**config.mk**
```make
export PLATFORM = sky130hd
export DESIGN_NAME = seg7_readback
export DESIGN_NICKNAME = d
export VERILOG_FILES = /design/src/rtl/seg7_readback.sv
export SDC_FILE = /design/constraint.sdc
export NUM_CORES = 1
export LEC_CHECK = 0
export BUFFER_PORTS_ARGS = -buffer_cell sky130_fd_sc_hd__buf_2
export CAP_MARGIN = 20
export CORE_MARGIN = 2
export CORE_UTILIZATION = 50
export CTS_CLUSTER_SIZE = 25
export DETAILED_ROUTE_END_ITERATION = 10
export PLACE_DENSITY = 0.69
export RECOVER_POWER = 25
export REMOVE_ABC_BUFFERS = 1
export SYNTH_ARGS = -nofsm -noshare
export SYNTH_HDL_FRONTEND = slang
export SYNTH_SLANG_ARGS = --single-unit
```
**constraint.sdc**
```tcl
create_clock -name Clock -period 5.2 [get_ports Clock]
set_input_delay 1.56 -clock Clock [delete_from_list [all_inputs] [get_ports Clock]]
set_output_delay 1.56 -clock Clock [all_outputs]
set_load 0.05 [all_outputs]
```
**src/rtl/seg7_readback.sv**
```systemverilog
// Converts two active-low seven-segment digits back into a byte, reporting each new stable
// pattern once over Valid/Ack. Define SEG7_READBACK_BLANK_EN to treat an all-off digit as 0.
module seg7_readback #(
  parameter int unsigned STABLE_CYCLES = 4
) (
  input  logic       Clock,
  input  logic       Reset,
  input  logic [6:0] HexHi,
  input  logic [6:0] HexLo,
  input  logic       Ack,
  output logic [7:0] Value,
  output logic       Valid,
  output logic       Error
);

  localparam logic [7:0] StableCnt = 8'(STABLE_CYCLES);

  typedef enum logic [1:0] {StArmed, StWait, StReport} state_e;

  state_e      state_q;
  logic [13:0] samp_q;
  logic [13:0] cap_q;
  logic [7:0]  run_q;
  logic        stable;
  logic        hi_ok, lo_ok;
  logic [3:0]  hi_nib, lo_nib;

  // Returns {legal, nibble}; illegal patterns decode to nibble 0.
  function automatic logic [4:0] seg_decode(input logic [6:0] seg);
    logic [4:0] res;
    case (seg)
      7'h40:   res = {1'b1, 4'h0};
      7'h79:   res = {1'b1, 4'h1};
      7'h24:   res = {1'b1, 4'h2};
      7'h30:   res = {1'b1, 4'h3};
      7'h19:   res = {1'b1, 4'h4};
      7'h12:   res = {1'b1, 4'h5};
      7'h02:   res = {1'b1, 4'h6};
      7'h78:   res = {1'b1, 4'h7};
      7'h00:   res = {1'b1, 4'h8};
      7'h10:   res = {1'b1, 4'h9};
      7'h08:   res = {1'b1, 4'hA};
      7'h03:   res = {1'b1, 4'hB};
      7'h46:   res = {1'b1, 4'hC};
      7'h21:   res = {1'b1, 4'hD};
      7'h06:   res = {1'b1, 4'hE};
      7'h0E:   res = {1'b1, 4'hF};
`ifdef SEG7_READBACK_BLANK_EN
      7'h7F:   res = {1'b1, 4'h0};
`endif
      default: res = {1'b0, 4'h0};
    endcase
    return res;
  endfunction

  always_comb begin
    {hi_ok, hi_nib} = seg_decode(samp_q[13:7]);
    {lo_ok, lo_nib} = seg_decode(samp_q[6:0]);
    stable          = (run_q == StableCnt);
  end

  always_ff @(posedge Clock or posedge Reset) begin
    if (Reset) begin
      samp_q  <= 14'h3FFF;
      cap_q   <= 14'h3FFF;
      run_q   <= 8'd0;
      state_q <= StArmed;
      Value   <= 8'h00;
      Valid   <= 1'b0;
      Error   <= 1'b0;
    end else begin
      samp_q <= {HexHi, HexLo};
      if ({HexHi, HexLo} != samp_q) begin
        run_q <= 8'd0;
      end else if (!stable) begin
        run_q <= run_q + 8'd1;
      end

      case (state_q)
        StArmed, StWait: begin
          // A stable pattern identical to the last report is not re-reported.
          if (stable && (state_q == StArmed || samp_q != cap_q)) begin
            cap_q   <= samp_q;
            state_q <= StReport;
            Valid   <= 1'b1;
            if (hi_ok && lo_ok) begin
              Value <= {hi_nib, lo_nib};
              Error <= 1'b0;
            end else begin
              Error <= 1'b1;
            end
          end
        end
        StReport: begin
          if (Ack) begin
            state_q <= StWait;
            Valid   <= 1'b0;
          end
        end
        default: begin
          state_q <= StArmed;
          Valid   <= 1'b0;
        end
      endcase
    end
  end

endmodule

```
### Yosys cells after proc, flatten, opt, wreduce, memory -nomap -nowiden

Cells that the tools add are included.

| word-level totals | value |
|---|---|
| flip-flop bits (word level) | 48 |
| bits of input ports | 17 |
| output and inout bits | 10 |
| logic and storage cells | 67 |

| operators by class | value |
|---|---|
| add/subtract/negate cells | 1 |
| equal/unequal tests | 38 |
| muxes and demuxes | 11 |
| reduce and logical (&&, ||, !) cells | 10 |

Operator list:

| operator | count |
|---|---|
| case mux 5 bit (16 select lines) | 2 |
| equality test 7 bit (second input constant) | 8 |
| equality test 7 x 5 -> 1 bit (second input constant) | 6 |
| equality test 7 x 6 -> 1 bit (second input constant) | 6 |
| equality test 7 x 2 -> 1 bit (second input constant) | 4 |
| equality test 7 x 4 -> 1 bit (second input constant) | 4 |
| != test 14 bit | 2 |
| two-way mux 8 bit | 2 |
| equality test 7 x 3 -> 1 bit (second input constant) | 2 |
| zero test 7 bit | 2 |
| adder 8 x 1 -> 8 bit (second input constant) | 1 |
| equality test 8 x 3 -> 1 bit (second input constant) | 1 |
| two-way mux 2 bit | 2 |
| != test 2 bit (second input constant) | 2 |
| case mux 2 bit (2 select lines) | 1 |
| AND reduction 2 bit | 2 |
| two-way mux 1 bit | 3 |
| AND reduction 3 bit | 1 |
| equality test 2 x 1 -> 1 bit (second input constant) | 1 |
| equality test 2 bit (second input constant) | 1 |
| logical AND 1 bit | 2 |
| zero test 2 bit | 1 |
| != test 2 x 1 -> 1 bit (second input constant) | 1 |
| case mux 1 bit (2 select lines) | 1 |
| 2 further kinds | 2 |

### Depth between registers and ports, before layout

| depth | value |
|---|---|
| word-level depth | 5 |
| depth in mapped cells | 8 |
| depth with buffers taken out | 8 |

### Least setup slack after synthesis

OpenSTA, ideal clock, no wires.

| timing | value |
|---|---|
| path type | input to register |
| from | input HexLo[3] |
| to | register run_q[0] |
| library setup time | 75 ps |
| arrival time | 2296 ps |
| required time | 5125 ps |
| slack | 2829 ps |
| cell stages on the path | 4 |
| path buffers | 0 |
| path through | xor2_1 -> nor4_1 -> nand3_1 -> nor2_1 |

| between the ends | value |
|---|---|
| longest elaborated chain between the ends | 2 |
| elaborated cells between the ends (all ways) | 3 |
| those cells by class | 2 x eq/ne; 1 x mux |

RTL lines:

| item | RTL line | text |
|---|---|---|
| start: declaration | 9 | `input logic [6:0] HexLo,` |
| != test 14 bit (*) | 73 | `if ({HexHi, HexLo} != samp_q) begin` |
| != test 2 x 1 -> 1 bit (no source line) or two-way mux 8 bit (tied branches) | -- |  |
| end signal: assignment | 76 | `run_q <= run_q + 8'd1;` |
| end: declaration | 23 | `logic [7:0] run_q;` |

Every way passes the cells marked *; elsewhere a longest branch is shown, timed or not.
A chain may end at the register's enable or synchronous reset.

==> key figures <==
Timing
  – Max-slew headroom: -27.8%
  – Skew final: 0.00768 ns
  – RSZ-0062 raised after global routing: no
  – Final setup viols: 0
  – Worst Tran Pin Value: 1.92 ns
  – Timing-limited maximum frequency: 295 MHz
  – Tcrit/Tclk final: 65.3%
  – Setup TNS: 0 ns
  – Final period demand of the worst path: between 3 and 4 ns
  – Max-slew violation count: 39
  – Final hold viol count: 0

Detailed routing
  – Via count: 2057
  – WL final: 5.40 mm
  – Detailed-route DRC error count: 0
  – Final ANT Viol Nets: 0
  – Avg WL per Cell: 14.9 um
  – Drt initial violations: 60
  – First-pass DRT Iterations: 4
  – Post-detailed-route via-to-cell ratio: between 5 and 6

Worst setup path
  – Crit-path cells: buf_2 -> inv_1 -> clkbuf_1
  – CP peak stage delay: ~1.4 ns
  – CP Class: input port to asynchronous set/reset pin
  – Crit path capture type: asynchronous set/reset pin
  – Setup crit start kind: input port
  – Crit Path Max Fanout: 38
  – Required time of the critical path: around 5.2 ns
  – Crit path DAT: between 3 and 4 ns
  – Slowest CP cell: clkbuf_1
  – Setup crit start: Reset
  – R2r startpoint: run_q[0]

Cells and area
  – Register area: roughly 0.0012 mm^2
  – Layout cell share with drive strength beyond 1: roughly 26%
  – # diodes: 0
  – Net count, final: just over 300
  – Most frequent cells in the layout: 31 x xor2_1, 29 x nor2_1, 28 x dfstp_2
  – Synth-to-Final Area Change: 7.83%
  – Commonest non-fill, non-tap cell in the layout: xor2_1
  – Fillcell total: between 500 and 600
  – Multi-input gate area: 0.00145 mm^2

CTS
  – Setup Buffers After CTS: 0
  – Clock-pin slew on the worst setup and hold paths: approximately 0.08 ns
  – CTS tree: done
  – Cts-stage hold buffer count: 0
  – Post-cts repair resize count: 0
  – CTS max path bufs: 2
  – H-tree depth: 2
  – CTS Buf Count: 5
  – Root buf cell: clkbuf_8
  – Skew-Pair Late Insertion Delay: ~0.30 ns
  – # clock sinks: 48

Run
  – Max-cap violations: 1

Yosys
  – Synth cell types: 52
  – Post-synthesis cell count: 275
  – Yosys warnings: 0
  – Post-synth EDFFs: 0
  – Synthesized area: about 0.0028 mm^2
  – Post-synth top flop: dfstp_2
  – Post-synth ARST share: 100%
  – Mapped Avg Cell Area: just over 10 um^2
  – Register area share after synthesis: ~44%
  – #FFs+latches synth: 48

Pwr
  – P_sw: between 0.15 and 0.2 mW
  – Comb pwr share: 7.7%
  – Clk network pwr share: about 36%
  – PwrDens: about 240 mW/mm^2
  – Sw Share: roughly a quarter
  – Share of power burned in registers: between 50% and 60%
  – Pint: around 0.55 mW
  – Overall power: 0.730 mW
  – LEAKAGE: 1.26 nW
  – Peak VDD IR: approximately 0.00018 V

Global routing
  – Overall Global Routing Usage: 19.1%
  – Global-route wire length before repair: between 9 and 10 mm
  – Via count of the first global-routing pass: between 1.5k and 2k
  – Initial antenna violation count: 0
  – Largest net degree at the start of global routing: a little under 50
  – Global route total overflow: 0

Floorplan
  – Starting density of the core: between 50% and 60%
  – Core area: 0.00544 mm^2
  – Num rows: 27
  – Die Area: between 0.006 and 0.007 mm^2
  – Die X-Extent: slightly below 80 um
  – I/O pin count: 27
  – Die Y: around 79 um

Min path
  – Hold Crit Class: flop to flop
  – HP Start: Valid

Place
  – Routability Congestion: 0.834
  – Number of port buffers: 26
  – Hpwl dp: 3.62 mm

Run status
  – Outcome: finished, violations left
  – Failing checks: max-capacitance violations, max-slew violations
==> flip-flops by register name, summed over array words and instances, names as in the netlist <==
register and cells:
Valid 1, Value 8, samp_q 14, Error 1
state_q 2, run_q 8, cap_q 14
==> stage by stage <==
step                setup slack [ns]  std cells  area (um^2)  hold WS, ns  utilization [%]
floorplan                       2.54        255         2700        0.495                -
global placement                2.39        353         2920        0.470             53.7
detailed placement              2.36        353         2920        0.478             53.7
CTS                             2.32        361         3030        0.499             55.7
global route                    1.31        362         3020        0.514             55.4
finish                          1.81        362         3020        0.487             55.4
==> cells by family (layout without fill, tap and decap cells) <==
group,count (synthesis),after routing,share of synthesized area [%]
compound gates,42,42,11.4
flops,48,48,44.2
simple gates,99,99,18.8
buf+inv,24,39,3.94
xor+xnor,37,37,11.6
mux,22,22,8.86
fa+ha+maj,3,3,1.25
==> power by group through the flow <==
stage	logic, mW	clock network [mW]	registers, mW
final	0.0559	0.264	0.410
after CTS	0.0581	0.272	0.410
after floorplan	0.0418	0	0.408
after detailed placement	0.0580	0	0.416
after global routing	0.0639	0.282	0.413
after global placement	0.0571	0	0.416
==> routing by layer <==
layer	track usage, %	part of all wire (%)	up-vias
met1	28.5	49	1004
met5	0	0	-
li1	-	-	1009
met2	29.0	46	38
met3	3.64	4.4	6
met4	4.56	0.87	0
==> worst paths after layout <==
kind / slack, ns / to / cells past startpoint
max: 1.81 / Value[4] / 3
min: 0.49 / Valid / 2
max reg2reg: 2.35 / Value[7] / 8
min reg2reg: 0.49 / Valid / 2
max in group Clock: 2.35 / Value[7] / 8
min in group asynchronous: 1.25 / Value[0] / 2
==> cell type report <==
cell class                 count  share of cell area [%]
clock buffer                   6                    2.41
multi-input combinational    203                    48.1
tap                           72                    2.99
inverter                       4                   0.498
sequential                    48                    41.0
timing repair buffer          27                    3.86
clock inverter                 2                    1.16
==> worst max-delay path, delay by kind of cell <==
family,cells,cell delay (ns)
buf+inv,3,1.86
==> Yosys cell counts, drive strengths merged, types with 2 or more instances <==
library cell | count | area share, %
inv | 4 | 0.54
and3 | 3 | 0.67
nor3 | 7 | 1.3
clkbuf | 5 | 0.72
nor2 | 29 | 3.9
nor4b | 2 | 0.63
or4 | 2 | 0.54
o32ai | 3 | 0.94
dfstp | 28 | 26
nand3 | 7 | 1.3
o21ai | 6 | 1.1
a21oi | 13 | 2.3
nor4 | 5 | 1.1
nand2b | 2 | 0.45
a22oi | 2 | 0.54
ha | 2 | 0.89
buf | 15 | 2.7
xor2 | 31 | 9.7
mux2 | 22 | 8.9
a32oi | 3 | 0.94
nand2 | 17 | 2.3
nand4 | 4 | 0.89
a211oi | 2 | 0.98
dfrtp | 20 | 18
nor4bb | 2 | 0.72
nor2b | 5 | 1.1
nor3b | 8 | 2.1
or2 | 2 | 0.45
xnor2 | 6 | 1.9
(Power assumes the default switching activity.)
